## src/rtl/sensor_st_packetizer.sv

```systemverilog
// Packs 16-bit sensor samples pairwise into 32-bit Avalon-ST words, one packet per frame,
// through a small output FIFO; aborted or overflowed packets are always closed with an EOP.
module sensor_st_packetizer #(
    parameter int SAMPLE_W          = 16,
    parameter int SAMPLES_PER_FRAME = 320,
    parameter int FIFO_DEPTH        = 8,
    parameter int CNT_W             = 16
) (
    input  logic                  clk,
    input  logic                  rst_n,
    input  logic [SAMPLE_W-1:0]   s_data,
    input  logic                  s_valid,
    input  logic                  s_frame_start,
    output logic [2*SAMPLE_W-1:0] st_data,
    output logic                  st_valid,
    input  logic                  st_ready,
    output logic                  st_startofpacket,
    output logic                  st_endofpacket,
    output logic [1:0]            st_empty,
    output logic [CNT_W-1:0]      frame_cnt,
    output logic                  err_overflow,
    input  logic                  err_clr
);
    localparam int WORD_W  = 2 * SAMPLE_W;
    localparam int ENTRY_W = WORD_W + 4;
    localparam int IDX_W   = (SAMPLES_PER_FRAME > 1) ? $clog2(SAMPLES_PER_FRAME) : 1;
    localparam int PTR_W   = $clog2(FIFO_DEPTH);
    localparam logic [IDX_W-1:0] LAST_IDX = IDX_W'(SAMPLES_PER_FRAME - 1);
    localparam logic [PTR_W:0]   FULL_CNT = (PTR_W + 1)'(FIFO_DEPTH);

    typedef enum logic [1:0] {S_IDLE, S_COLLECT, S_ABORT} state_t;

    state_t                r_state;
    logic [IDX_W-1:0]      r_idx;
    logic [SAMPLE_W-1:0]   r_hi;
    logic                  r_wordPushed;
    logic [CNT_W-1:0]      r_frameCnt;
    logic                  r_err;

    logic [ENTRY_W-1:0]    r_mem [FIFO_DEPTH];
    logic [PTR_W-1:0]      r_wrPtr;
    logic [PTR_W-1:0]      r_rdPtr;
    logic [PTR_W:0]        r_count;

    state_t                w_nextState;
    logic [IDX_W-1:0]      w_nextIdx;
    logic [IDX_W-1:0]      w_curIdx;
    logic                  w_nextWordPushed;
    logic                  w_take;
    logic                  w_abort;
    logic                  w_wantPush;
    logic [ENTRY_W-1:0]    w_pushEntry;
    logic                  w_loadHi;
    logic                  w_overflow;
    logic                  w_frameDone;
    logic                  w_full;
    logic                  w_empty;
    logic                  w_push;
    logic                  w_pop;
    logic [ENTRY_W-1:0]    w_head;

    assign w_full  = (r_count == FULL_CNT);
    assign w_empty = (r_count == '0);
    assign w_push  = w_wantPush && !w_full;
    assign w_pop   = !w_empty && st_ready;

    // Entry layout is {data, sop, eop, empty}; a terminator is an all-zero word with only EOP set.
    always_comb begin
        w_nextState      = r_state;
        w_nextIdx        = r_idx;
        w_nextWordPushed = r_wordPushed;
        w_curIdx         = r_idx;
        w_take           = 1'b0;
        w_abort          = 1'b0;
        w_wantPush       = 1'b0;
        w_pushEntry      = '0;
        w_loadHi         = 1'b0;
        w_overflow       = 1'b0;
        w_frameDone      = 1'b0;

        case (r_state)
            S_IDLE: begin
                if (s_valid && s_frame_start) begin
                    w_take   = 1'b1;
                    w_curIdx = '0;
                end
            end
            S_COLLECT: begin
                if (s_valid) begin
                    if (s_frame_start) w_abort = 1'b1;
                    else               w_take  = 1'b1;
                end
            end
            S_ABORT: begin
                if (!w_full) begin
                    w_wantPush       = 1'b1;
                    w_pushEntry      = {{WORD_W{1'b0}}, 1'b0, 1'b1, 2'd0};
                    w_nextState      = S_IDLE;
                    w_nextWordPushed = 1'b0;
                end
            end
            default: w_nextState = S_IDLE;
        endcase

        if (w_take) begin
            if (w_curIdx[0]) begin
                w_wantPush  = 1'b1;
                w_pushEntry = {r_hi, s_data, (w_curIdx == IDX_W'(1)), (w_curIdx == LAST_IDX), 2'd0};
            end else begin
                w_loadHi = 1'b1;
                if (w_curIdx == LAST_IDX) begin
                    w_wantPush  = 1'b1;
                    w_pushEntry = {s_data, {SAMPLE_W{1'b0}}, (w_curIdx == '0), 1'b1, 2'd2};
                end
            end

            if (w_wantPush && w_full) begin
                w_overflow = 1'b1;
                w_abort    = 1'b1;
            end else if (w_curIdx == LAST_IDX) begin
                w_frameDone      = 1'b1;
                w_nextState      = S_IDLE;
                w_nextIdx        = '0;
                w_nextWordPushed = 1'b0;
            end else begin
                w_nextState = S_COLLECT;
                w_nextIdx   = w_curIdx + IDX_W'(1);
                if (w_wantPush) w_nextWordPushed = 1'b1;
            end
        end

        // A packet with nothing in the FIFO yet needs no terminator.
        if (w_abort) begin
            w_nextState      = r_wordPushed ? S_ABORT : S_IDLE;
            w_nextIdx        = '0;
            w_nextWordPushed = 1'b0;
        end
    end

    always_ff @(posedge clk or negedge rst_n) begin
        if (!rst_n) begin
            r_state      <= S_IDLE;
            r_idx        <= '0;
            r_hi         <= '0;
            r_wordPushed <= 1'b0;
            r_frameCnt   <= '0;
            r_err        <= 1'b0;
        end else begin
            r_state      <= w_nextState;
            r_idx        <= w_nextIdx;
            r_wordPushed <= w_nextWordPushed;
            if (w_loadHi)    r_hi       <= s_data;
            if (w_frameDone) r_frameCnt <= r_frameCnt + CNT_W'(1);
            r_err        <= (r_err && !err_clr) || w_overflow;
        end
    end

    always_ff @(posedge clk or negedge rst_n) begin
        if (!rst_n) begin
            r_wrPtr <= '0;
            r_rdPtr <= '0;
            r_count <= '0;
        end else begin
            if (w_push) r_wrPtr <= r_wrPtr + PTR_W'(1);
            if (w_pop)  r_rdPtr <= r_rdPtr + PTR_W'(1);
            case ({w_push, w_pop})
                2'b10:   r_count <= r_count + (PTR_W + 1)'(1);
                2'b01:   r_count <= r_count - (PTR_W + 1)'(1);
                default: r_count <= r_count;
            endcase
        end
    end

    always_ff @(posedge clk) begin
        if (w_push) r_mem[r_wrPtr] <= w_pushEntry;
    end

    // Storage is never reset, so the head is gated to keep outputs at zero while empty.
    assign w_head           = w_empty ? '0 : r_mem[r_rdPtr];
    assign st_valid         = !w_empty;
    assign st_data          = w_head[ENTRY_W-1 -: WORD_W];
    assign st_startofpacket = w_head[3];
    assign st_endofpacket   = w_head[2];
    assign st_empty         = w_head[1:0];
    assign frame_cnt        = r_frameCnt;
    assign err_overflow     = r_err;

endmodule
```

## config.mk

```make
export PLATFORM = sky130hd
export DESIGN_NAME = sensor_st_packetizer
export DESIGN_NICKNAME = d
export VERILOG_FILES = /design/src/rtl/sensor_st_packetizer.sv
export SDC_FILE = /design/constraint.sdc
export NUM_CORES = 1
export LEC_CHECK = 0
export CAP_MARGIN = 20
export CORE_MARGIN = 2
export CORE_UTILIZATION = 25
export DETAILED_ROUTE_END_ITERATION = 10
export HOLD_SLACK_MARGIN = 0.03
export PLACE_DENSITY = 0.49
export SLEW_MARGIN = 20
export SYNTH_ARGS = -nofsm -noshare
export SYNTH_HDL_FRONTEND = slang
export SYNTH_SLANG_ARGS = --single-unit
```

## constraint.sdc

```tcl
create_clock -name clk -period 6.7 [get_ports clk]
set_input_delay 1.34 -clock clk [delete_from_list [all_inputs] [get_ports clk]]
set_output_delay 1.34 -clock clk [all_outputs]
set_load 0.1 [all_outputs]
```

; After elaboration in Yosys (flattened, before gate mapping)
; Memories as Yosys holds them, arrays and structs flattened.
; Cells that the tools add are included.
[classes]
div_mod_pow = 0
addsub = 6
n_reduce_logical = 16
shifts = 0
bitwise_logic = 0
mux = 51
magnitude_cmp = 0
multipliers = 0
n_eq_ne = 8
[op_table]
columns = operator, n
row1 = 36-bit two-way mux, 4
row2 = 9-bit two-way mux, 6
row3 = 1-bit two-way mux, 31
row4 = 16-bit by 1-bit adder with 16-bit output (second input constant), 1
row5 = 2-bit two-way mux, 5
row6 = 9-bit by 1-bit adder with 9-bit output (second input constant), 1
row7 = 9-bit by 1-bit equality test with 1-bit output (second input constant), 1
row8 = 9-bit equality test (second input constant), 1
row9 = 9-bit zero test, 1
row10 = 4-bit one-hot mux with 2 select lines, 1
row11 = 3-bit by 1-bit adder with 3-bit output (second input constant), 2
row12 = 3-bit two-way mux, 2
row13 = 1-bit logical AND, 5
row14 = 4-bit by 1-bit adder with 4-bit output (second input constant), 1
row15 = 2-bit by 1-bit equality test with 1-bit output (second input constant), 2
row16 = 2-bit equality test (second input constant), 2
row17 = 4-bit equality test (second input constant), 1
row18 = 4-bit zero test, 1
row19 = 2-bit one-hot mux with 2 select lines, 1
row20 = 2-bit nonzero test, 2
row21 = 4-bit by 1-bit subtractor with 4-bit output (second input constant), 1
row22 = 1-bit zero test, 3
row23 = 2-bit zero test, 1
row24 = 2-bit inequality test (second input constant), 1
row25 = 4 further kinds, 4
[totals]
register_bits = 55
latchBits = 0
rom_bits = 0
n_memories = 1
mem_bits_rw = 288
inputBits = 22
output_inout_bits = 54
[mem_list]
columns = name, depth, word_bits, rd, rd_clocked_by_memory_dff, write_ports, line_no
row1 = r_mem, 8, 36, 1, 0, 1, 40  ; logic [ENTRY_W-1:0] r_mem [FIFO_DEPTH];

; Depth between registers and ports, before layout
[logic_depth]
ltp_word = 12
ltp_mapped = 17
depth_no_buf = 15

; Worst setup path before layout
; No wires, ideal clock.
[synth_timing]
kind = input to register
start = input port s_frame_start
end = memory r_mem[4][10] (netlist name) (enable)
stages = 10
setup_time_ns = 0.471
arrival_ns = 5.268
slack_ns = 0.962
required_ns = 6.229
path_cell_list = nand4bb_4 buf_6 nand2_4 inv_1 ha_1 and4_1 nand4_4 a211oi_2 inv_2 nor3_1
[synth_via]
elab_chain_cells = 11
elab_cells_between_ends = 15
classes_between = eq/ne: 1 / mux: 12 / reduce/logical: 2
[synth_rtl]
columns = element, line_no
row1 = from (decl), 13  ; input logic s_frame_start,
row2 = 1-bit logical AND, 83  ; if (s_valid && s_frame_start) begin
row3 = 9-bit two-way mux, 83
row4 = 9-bit two-way mux, 81  ; case (r_state)
row5 = 9-bit equality test, 111  ; if (w_curIdx == LAST_IDX) begin
row6 = 1-bit two-way mux, 111
row7 = 1-bit two-way mux, 106  ; if (w_curIdx[0]) begin
row8 = 1-bit two-way mux, 105  ; if (w_take) begin
row9 = 1-bit two-way mux (*), 105
row10 = 1-bit logical AND (*), 64  ; assign w_push = w_wantPush && !w_full;
row11 = 1-bit two-way mux (*), 175  ; if (w_push) r_mem[r_wrPtr] <= w_pushEntry;
row12 = 1-bit two-way mux (not written as such) (*), 175
row13 = to (decl), 40
; Every way passes the cells marked *; elsewhere a longest branch is shown, timed or not. The select of a mux whose other input is x is not followed.

; Worst setup path after layout
[layout_timing]
start = register r_rdPtr[0]
end = output port st_data[16]
[layout_via]
elab_chain_cells = 2
[layout_rtl]
columns = element, line_no
row1 = from (decl), 42  ; logic [PTR_W-1:0] r_rdPtr;
row2 = from (signal assigned), 165  ; if (w_pop) r_rdPtr <= r_rdPtr + PTR_W'(1);
row3 = memory read 8 x 36 bit, -
row4 = 36-bit two-way mux, 179  ; assign w_head = w_empty ? '0 : r_mem[r_rdPtr];
row5 = to (decl), 14  ; output logic [2*SAMPLE_W-1:0] st_data,
; Every way passes these cells.

==> flow_summary.yaml <==
synth:
  yosysSeqAreaShare_pct: 71.05
  netlist.top_cell.by_area: "edfxtp_1"
  yosys.cell_types.count: 60
  synth.ff_latch_count: 335
  synth.area.top_cells: "edfxtp_1 (61%), mux4_2 (11%), dfrtp_1 (10%), mux2i_1 (2.5%), mux2_2 (1.6%)"
  average_footprint_of_a_synthesized_cell_sq_um: 18.49
  synth_commonest_cells: "edfxtp_1 (280), mux4_2 (70), dfrtp_1 (55)"
  synth_fp_nets: 776
  synthesis.instances: 745
  post-synth-top-count-cell: "edfxtp_1"
  ys.warnings.count: 0
  dominantRegCellSynth: "edfxtp_1"
  synth_enable_flop_cells: 280
  synth_top_cell_area_share_pct: 61.05
  synthesis.area_sq_um: 13770
  asyncSetResetFlopFracSynth_pct: 16.42
grt:
  grt_pass1_wl_um: 48440
  grt_overflow_total: 0
  gr-usage-all-layers_pct: 11.30
  maximum_number_of_pins_on_one_net_before_global_route_repair: 56
  grt_pass1_vias: 7534
  antenna_found_initial: 2
power:
  power.ir.vdd_worst_mv: 0.3606
  post-layout-total-power_uw: 7969
  p_comb_share_pct: 40.3
  power_switching_uw: 3336
  static-leakage-power_uw: 0.005698
  share_seq_of_total_power_pct: 35.2
  pwr-share-clk_pct: 24.5
  p_int_uw: 4633
  powerDensity_nw_per_um2: 479.9
  switching_share_pct: 41.87
routing:
  violation_count_after_the_first_detailed_routing_iteration: 438
  route.final.wire_length_um: 31800
  dr.max_layer_used: "met5"
  wl_met3_um: 1386
  routed_via_density: 4.484
  route.detailed.drc: 0
  drt_pass_1_iters: 6
  detailroute.wirelength.met2_um: 14960
  route.vias.total: 7066
  ant_nets: 0
  avgRoutedWirePerCell_um: 20.18
  drt-met1-wl_um: 14920
sta:
  min_period_over_period_pct: 77.78
  skew_ns: 0.01673
  setup_viol: 0
  report.final.slew_viol_count: 0
  period_needed_ns: 5.211
  final_hold_viol_count: 0
  fmax_ghz: 0.1919
  final.setup.tns_ns: 0
  max_slew_margin_pct: 27.31
  setup_repair_after_global_routing_missed_its_margin: "false"
  worstMarginPinSlew_ns: 1.090
placed_design:
  gp_routability_congestion: 0.7466
  dp_hpwl_um: 19230
  port_buffers: 74
layout:
  areaGrowthSynthToFinish_pct: 20.58
  finish.utilization_pct: 30.32
  layout_cells_sized_above_1_pct: 22.04
  finish.net_count: 872
die:
  coreArea_sq_um: 54770
  die_x_um: 238.7
  design.die.area_sq_um: 56980
  design.portCount: 76
  placement_rows: 86
  start_util_pct: 25.15
  die_h_um: 238.7
critical_path:
  timing.critical_path.to_type: "output port"
  cpMaxStageDelayCell: "clkdlybuf4s50_1"
  critical_path.cell_chain: "buf_4 -> mux4_2 -> mux2i_1 -> nor2_1 -> clkdlybuf4s50_1"
  cp.arrival_ns: 3.87
  cp_max_fo: 36
  critical_path.startpoint_type: "register"
  crit_path_max_incr_delay_ns: 0.99
  critical_path_class: "register to output port"
  required_ns: 5.36
clock_tree:
  cts_htree_levels: 2
  cts_resized: 0
  cts_tree: "built"
  clock_insertion_delay_worst_skew_ns: 0.54
  post_cts.repair.setup_buffers: 0
  path_clk_slew_ns: 0.06
  numClockSinks: 335
  clk_path_buf_depth: 3
  clock-root-buffer: "clkbuf_16"
  cts_hold_buffers: 0
  cts_buffers: 38
job:
  cap_viol_max_count: 0
min_path:
  path_type_of_the_worst_min_delay_path: "register to register"
outcome:
  outcome: "completed"
-- worst max-delay path: cells and delay by family, from the launching register on --
family | cells | cell delay, ns
buffers and inverters | 2 | 1.51
DFF | 1 | 0.93
muxes | 2 | 0.78
and+or+nand+nor | 1 | 0.08
-- final timing paths --
path	from	endpoint	slack, ns	cells past startpoint
setup / recovery	r_rdPtr[0]	st_data[16]	1.49	5
max in group asynchronous	rst_n	r_rdPtr[0]	5.16	2
hold / removal	frame_cnt[15]	frame_cnt[15]	0.47	1
hold reg to reg	frame_cnt[15]	frame_cnt[15]	0.47	1
min in group asynchronous	rst_n	frame_cnt[11]	0.95	2
setup reg to reg	r_idx[0]	r_mem[5][1]	2.47	9
-- metal layers --
metal,up-vias,GRT usage (%)
met2,143,18.02
met5,-,0
met1,3711,15.82
met4,4,2.841
li1,3158,-
met3,50,2.171
-- power by group through the flow --
stage | Clock [uW] | Sequential [uW] | Combinational [uW]
after floorplan | 0 | 2590 | 2690
after global placement | 0 | 2840 | 3270
after detailed placement | 0 | 2850 | 3270
after CTS | 2010 | 2810 | 3270
after global routing | 2100 | 2840 | 3380
final | 1960 | 2800 | 3210
-- state kept, by name, summed over array words and instances, names as in the netlist --
| register | flops |
|---|---|
| r_wrPtr | 3 |
| r_state | 2 |
| r_idx | 9 |
| r_wordPushed | 1 |
| r_rdPtr | 3 |
| r_mem | 280 |
| r_hi | 16 |
| err_overflow | 1 |
| frame_cnt | 16 |
| r_count | 4 |
-- metrics by stage --
| step | area, sq um | setup WS [ns] | hold WS (ns) | instances |
|---|---|---|---|---|
| final | 16610 | 1.489 | 0.4717 | 1576 |
| after global routing | 16600 | 1.246 | 0.5106 | 1575 |
| after CTS | 16580 | 1.342 | 0.4715 | 1574 |
| after detailed placement | 15410 | 1.387 | 0.4586 | 1504 |
| after global placement | 15410 | 1.485 | 0.4630 | 1504 |
| after floorplan | 13770 | 0.9616 | 0.4791 | 745 |
-- cell families (layout without fill, tap and decap cells) --
| group | count (synthesis) | count (layout) | share of synthesized area [%] |
|---|---|---|---|
| flip-flops | 335 | 335 | 71.05 |
| AO/OA/AOI/OAI | 47 | 47 | 2.471 |
| AND/OR/NAND/NOR | 157 | 157 | 6.705 |
| buffers and inverters | 43 | 169 | 1.472 |
| adder cells (fa/ha/maj) | 9 | 9 | 0.8177 |
| multiplexers | 125 | 125 | 15.63 |
| XOR/XNOR | 28 | 28 | 1.835 |
| other | 1 | 2 | 0.02723 |
-- layout by cell type, fill, tap and decap left out, types with 4 or more instances in the layout --
cell type and instances:
mux4_2 70, nor2_4 4, mux2i_1 35, clkbuf_1 11
nand2b_1 4, clkbuf_16 39, a22o_1 17, a21oi_1 7
and4_1 4, ha_1 9, nor3_2 4, dfrtp_1 52
nand4_1 5, inv_1 5, clkdlybuf4s50_1 73, clkinv_1 5
xnor2_1 15, clkinv_2 8, mux2_2 20, nand2_1 25
buf_4 17, and3_1 20, edfxtp_1 280, nor2_1 48
nand3_1 11, nand3b_1 5, and2_1 4, o21ai_0 6
xor2_1 12
-- area by class of cell --
| cell class | instances | area, sq um |
|---|---|---|
| diodes | 1 | 2.502 |
| clock buffers | 50 | 1017 |
| clock inverters | 20 | 151.4 |
| fillers | 5367 | 38160 |
| inverters | 6 | 22.52 |
| multi-input cells | 367 | 3841 |
| flip-flops and latches | 335 | 9793 |
| well taps | 704 | 880.8 |
| repair buffers | 93 | 897.1 |
No activity file was read; power rests on OpenSTA's default activity.
